`src/rtl/seq101_frame_tx.sv`:
```
// seq101_frame_tx: serial frame transmitter.
// Each accepted payload word goes out on a one-bit line as a frame:
// a "101" preamble, then the payload MSB first, then GAP zero bits.
// The trailing zeros return a downstream non-overlapping "101"
// detector to its idle state before the next frame begins.
module seq101_frame_tx #(
  parameter int WIDTH = 8,
  parameter int GAP   = 2
) (
  input  logic             clk,
  input  logic             R,
  input  logic [WIDTH-1:0] in_data,
  input  logic             in_valid,
  output logic             in_ready,
  output logic             out,
  output logic             busy,
  output logic             frame_done
);

  // One counter serves every state, so it is sized for the longest state.
  localparam int MAXL = (WIDTH > GAP) ? ((WIDTH > 3) ? WIDTH : 3)
                                      : ((GAP > 3) ? GAP : 3);
  localparam int CW   = $clog2(MAXL) + 1;

  // Counter value that marks the last bit of each state.
  localparam logic [CW-1:0] PRE_LAST  = CW'(2);
  localparam logic [CW-1:0] DATA_LAST = CW'(WIDTH - 1);
  localparam logic [CW-1:0] GAP_LAST  = CW'(GAP - 1);

  typedef enum logic [1:0] {
    S_IDLE,
    S_PRE,
    S_DATA,
    S_GAP
  } state_t;

  state_t           state_reg,  state_next;
  logic [CW-1:0]    cnt_reg,    cnt_next;
  logic [WIDTH-1:0] shift_reg,  shift_next;
  logic             out_reg,    out_next;
  logic             done_reg,   done_next;

  // State, counter, payload and output registers; reset abandons any frame.
  always_ff @(posedge clk or posedge R) begin
    if (R) begin
      state_reg <= S_IDLE;
      cnt_reg   <= '0;
      shift_reg <= '0;
      out_reg   <= 1'b0;
      done_reg  <= 1'b0;
    end else begin
      state_reg <= state_next;
      cnt_reg   <= cnt_next;
      shift_reg <= shift_next;
      out_reg   <= out_next;
      done_reg  <= done_next;
    end
  end

  // Next-state logic. cnt_reg always holds the index, within the current
  // state, of the bit that out_reg is presenting right now.
  always_comb begin
    state_next = state_reg;
    cnt_next   = cnt_reg;
    shift_next = shift_reg;
    out_next   = 1'b0;
    done_next  = 1'b0;
    case (state_reg)
      S_IDLE: begin
        // The first preamble bit is driven on the accept edge itself.
        if (in_valid) begin
          state_next = S_PRE;
          cnt_next   = '0;
          shift_next = in_data;
          out_next   = 1'b1;
        end
      end
      S_PRE: begin
        if (cnt_reg == PRE_LAST) begin
          state_next = S_DATA;
          cnt_next   = '0;
          out_next   = shift_reg[WIDTH-1];
          shift_next = shift_reg << 1;
        end else begin
          cnt_next = cnt_reg + CW'(1);
          // Preamble bit 1 is '0', bit 2 is '1'.
          out_next = (cnt_reg == CW'(1));
        end
      end
      S_DATA: begin
        if (cnt_reg == DATA_LAST) begin
          state_next = S_GAP;
          cnt_next   = '0;
        end else begin
          cnt_next   = cnt_reg + CW'(1);
          out_next   = shift_reg[WIDTH-1];
          shift_next = shift_reg << 1;
        end
      end
      S_GAP: begin
        if (cnt_reg == GAP_LAST) begin
          state_next = S_IDLE;
          cnt_next   = '0;
          done_next  = 1'b1;
        end else begin
          cnt_next = cnt_reg + CW'(1);
        end
      end
      default: begin
        state_next = S_IDLE;
        cnt_next   = '0;
      end
    endcase
  end

  // Handshake and status come straight from registered state.
  assign in_ready   = (state_reg == S_IDLE);
  assign busy       = (state_reg != S_IDLE);
  assign out        = out_reg;
  assign frame_done = done_reg;

endmodule
```
`config.mk`:
```
export PLATFORM = sky130hd
export DESIGN_NAME = seq101_frame_tx
export DESIGN_NICKNAME = d
export VERILOG_FILES = /design/src/rtl/seq101_frame_tx.sv
export SDC_FILE = /design/constraint.sdc
export NUM_CORES = 1
export LEC_CHECK = 0
export ABC_AREA = 1
export CORE_MARGIN = 2
export CORE_UTILIZATION = 55
export CTS_BUF_LIST = sky130_fd_sc_hd__clkbuf_8
export DETAILED_ROUTE_END_ITERATION = 12
export PLACE_DENSITY = 0.88
export SLEW_MARGIN = 10
export SYNTH_ARGS = -nofsm -noshare
export SYNTH_HDL_FRONTEND = slang
export SYNTH_SLANG_ARGS = --single-unit
```
`constraint.sdc`:
```
create_clock -name clk -period 3.35 [get_ports clk]
set_input_delay 0.5025 -clock clk [delete_from_list [all_inputs] [get_ports clk]]
set_output_delay 0.5025 -clock clk [all_outputs]
set_load 0.02 [all_outputs]
```
* Yosys cells after proc, flatten, opt, wreduce, memory -nomap -nowiden
Cells that the tools add are included.
** Storage, ports and cells
- Flip-flop bits (word level) :: 16
- Output and inout bits :: 4
- Logic and storage cells :: 42
** Cells by class
- Add/sub/neg operators :: 1
- Equality and inequality tests :: 11
- Mux-type cells :: 20
- Reductions and logical operators :: 5
** Operator list (number)
- $mux 8 :: 3
- $pmux 8 s3 :: 1
- $mux 4 :: 4
- $pmux 4 s4 :: 1
- $ne 2x2->1 const B :: 5
- $mux 2 :: 4
- $pmux 2 s4 :: 1
- $reduce_and 4->1 :: 2
- $mux 1 :: 5
- $add 4x1->4 const B :: 1
- $eq 2x2->1 const B :: 2
- $eq 4x1->1 const B :: 1
- $eq 4x2->1 const B :: 1
- $eq 4x3->1 const B :: 1
- $pmux 1 s3 :: 1
- $reduce_bool 3->1 :: 1
- $eq 2x1->1 const B :: 1
- $logic_not 2->1 :: 1
- $reduce_bool 2->1 :: 1

* Depth between registers and ports, before layout
- Depth after elaboration :: 3
- Mapped depth :: 9
- Gate-level depth less buffers :: 8

* Least setup slack after synthesis
Ideal clock, no wire load.
- Kind :: reg2reg
- Start point :: reg state_reg[0]
- End point :: reg shift_reg[1]
- Setup time :: 122 ps
- Arrival time :: 1561 ps
- Required time :: 3228 ps
- Setup slack :: 1668 ps
- Cell stages (with the launch flop) :: 9
- Buffers on the path :: 1
- Cell sequence :: dfrtp_1 -> inv_1 -> ha_1 -> inv_2 -> nor2_2 -> nor2_1 -> o211ai_4 -> buf_12 -> o21ai_2
** On the way
- Word-level cells in the longest chain between the ends :: 3
** RTL lines
- start: declaration :: RTL line 37 : state_t state_reg, state_next;
- start signal: assignment :: RTL line 52 : state_reg <= state_next;
- $logic_not 2->1 (*)
- via in_ready :: RTL line 14 : output logic in_ready,
- $ne 2x2->1 (no line) / $reduce_bool 3->1 (equally long branches)
- $reduce_and 4->1 (no line)
- end signal: assignment :: RTL line 54 : shift_reg <= shift_next;
- end: declaration :: RTL line 39 : logic [WIDTH-1:0] shift_reg, shift_next;
The timed path passes the listed nets; every way through them passes the cells marked *.
A chain may end at the register's enable or synchronous reset.

* Worst setup path after layout
- Start point :: reg state_reg[0]
- End point :: out busy
** On the way
- Word-level cells in the longest chain between the ends :: 1
** RTL lines
- $reduce_bool 2->1 :: RTL line 118 : assign busy = (state_reg != S_IDLE);
- end: declaration :: RTL line 16 : output logic busy,
No other way between the ends.

==> summary.md <==
| Metric | Value |
|---|---|
| YS warnings | 0 |
| Diode count | 0 |
| GR Overflow Total | 0 |
| Placement Cell Area | 0.00110 mm2 |
| Die Span Y | 45.9 um |
| DR vias/cell | 5.32 |
| Area of the multi-input gates | 494 um2 |
| Synth-to-Final Area Change | 18.5% |
| Vias in the first global route | 728 |
| Post-CTS Resized | 0 |
| TritonCTS clock tree | built |
| Drt initial violations | 5 |
| Die X | 45.9 um |
| Crit-path slowest cell | clkdlybuf4s50_1 |
| Total die area | 0.00211 mm2 |
| Final setup skew | 0.00113 ns |
| Average routed wire per standard cell | 12.0 um |
| Core Area | 0.00169 mm2 |
| Cell Chain, Critical Path | inv_1 -> ha_1 -> inv_2 -> clkdlybuf4s50_1 |
| TritonCTS Buffers | 3 |
| Peak VDD IR | 0.548 mV |
| Unique masters post-synth | 21 |
| Clock slew at reported path FFs | 0.06 ns |
| Area leader, netlist | dfrtp_1 |
| Total Routed Length | 1640 um |
| Clk buf depth | 2 |
| Clock sink count | 16 |
| Initial antenna violation count | 0 |
| Slew margin rel. | 0.593 |
| Fmax | 0.466 GHz |
| Hold Crit Class | flop to flop |
| Fillers | 145 |
| Crit Path Category | flop to primary output |
| Layout cells sized above 1 | 0.167 |
| Min Clock Period, post-route | 2.15 ns |
| Final Hold Viols | 0 |
| Worst Path Max Fanout | 4 |
| Post-route clock period utilization | 0.640 |
| Post-Synthesis Cells | 105 |
| Top cell type's share of synthesized area | 0.414 |
| CTS root buf | clkbuf_8 |
| Final RePlAce weighted congestion | 0.816 |
| #FFs+latches synth | 16 |
| Worst skew pair latency | 0.24 ns |
| Via count | 729 |
| Pwr dens | 998 mW/mm2 |
| Leakage | 0.550 nW |
| Setup WS post-layout | 1.20 ns |
| Mapped cell area | 967 um2 |
| Max-slew violations | 0 |
| Req. time, crit path | 2.85 ns |
| H-Tree Level Count | 1 |
| Seq. cell area | 400 um2 |
| First-pass GRT wire length | 2920 um |
| Starting Density | 0.573 |
| Num rows | 15 |
| Cell area after layout | 0.00115 mm2 |
| Drt drc | 0 |
| Top cells by count, synth | nand2_1 (24), dfrtp_1 (16), inv_1 (12) |
| Outcome | finished, final reports clean |
| Critical Path End Type | primary output |
| Post-CTS Setup Inserts | 0 |
| Crit-path max cell delay | 0.59 ns |
| Mean post-synth cell area | 9.21 um2 |
| Gr usage total | 0.195 |
| Max reg flops | 8 |
| DP Worst Slack | 1.47 ns |
| Setup TNS | 0 ns |
| Dpl hpwl | 1280 um |
| Sequential share of the synthesized area | 0.414 |
| RSZ-0062 raised after global routing | no |
| CP arrival | 1.64 ns |
| I/O pin count | 15 |
| Buffers added on ports | 14 |
| Number of synthesized flops with an enable pin | 0 |
| Async set or reset register ratio after synthesis | 1.00 |
| Top cells by area, synth | dfrtp_1 (41%), ha_1 (10%), nand2_1 (9.3%) |
| Synth Flop Type | dfrtp_1 |
| Measured slew at the worst slew-check pin | 0.610 ns |
| CP startpoint kind | flop |
| DRT antenna net count | 0 |
| Final setup violation count | 0 |
| Top-count cell post-synth | nand2_1 |
| Max-Cap Viols | 0 |
| Largest net degree at the start of global routing | 17 |
| Syn Nets | 124 |
| Hold_buf cts | 0 |
| Drt first pass iters | 4 |
| Layout Nets | 141 |
path summary, 6_finish.rpt:
check / slack (ns) / start / depth (start not counted) / endpoint
min in group asynchronous: 0.63 / R / 2 / shift_reg[0]
worst min-delay path: 0.48 / shift_reg[5] / 2 / shift_reg[5]
worst max register to register: 1.66 / state_reg[1] / 8 / shift_reg[1]
worst min register to register: 0.48 / shift_reg[5] / 2 / shift_reg[5]
max in group asynchronous: 2.33 / R / 2 / cnt_reg[2]
worst max-delay path: 1.20 / state_reg[0] / 4 / busy
power by group:
part	internal, mW	switching (mW)	total [mW]
Sequential	0.276	0.0584	0.334
Clock	0.0796	0.0601	0.140
Combinational	0.278	0.391	0.670
Total	0.633	0.510	1.14
kinds of logic (layout without fill, tap and decap cells):
kind of cell,after synthesis,after routing,share of synthesized area
simple gates,41,41,0.190
compound gates,17,17,0.136
flops,16,16,0.414
buf+inv,15,30,0.0750
fa+ha+maj,8,8,0.103
mux,7,7,0.0724
xor+xnor,1,1,0.00906
per-layer routing:
metal / GRT usage / part of all wire / wire [um] / vias to the layer above
li1: - / - / - / 368
met1: 0.233 / 0.41 / 673 / 342
met2: 0.328 / 0.53 / 876 / 15
met3: 0.0357 / 0.035 / 57 / 4
met4: 0.103 / 0.021 / 34 / 0
met5: 0 / 0 / 0 / -
cell usage in the layout, fill, tap and decap left out, types with 4 or more instances in the layout:
master	n
nand3_1	5
dfrtp_1	16
nand2_1	24
inv_1	12
o21ai_2	8
a21oi_1	4
mux2i_1	7
nor2_1	4
ha_1	8
clkdlybuf4s50_1	14
layout make-up:
type                            count  area share
Timing Repair Buffer               14       0.122
Clock buffer                        3      0.0360
Tap cell                           17      0.0186
Inverter                           13      0.0426
Sequential cell                    16       0.349
Multi-Input combinational cell     74       0.431
per-stage QoR:
stage                     power, mW  hold WS (ns)  std cells   util
after floorplan               0.899         0.416        105      -
after global placement        0.985         0.467        134  0.654
after detailed placement       1.01         0.474        134  0.654
after CTS                      1.16         0.489        137  0.679
after global routing           1.26         0.516        137  0.679
final                          1.14         0.482        137  0.679
worst max-delay path: cells and delay by family, from the launching register on:
family	cells	cell delay (ns)
buf+inv	3	0.76
fa+ha+maj	1	0.24
flops	1	0.39
No activity file was read; power rests on OpenSTA's default activity.
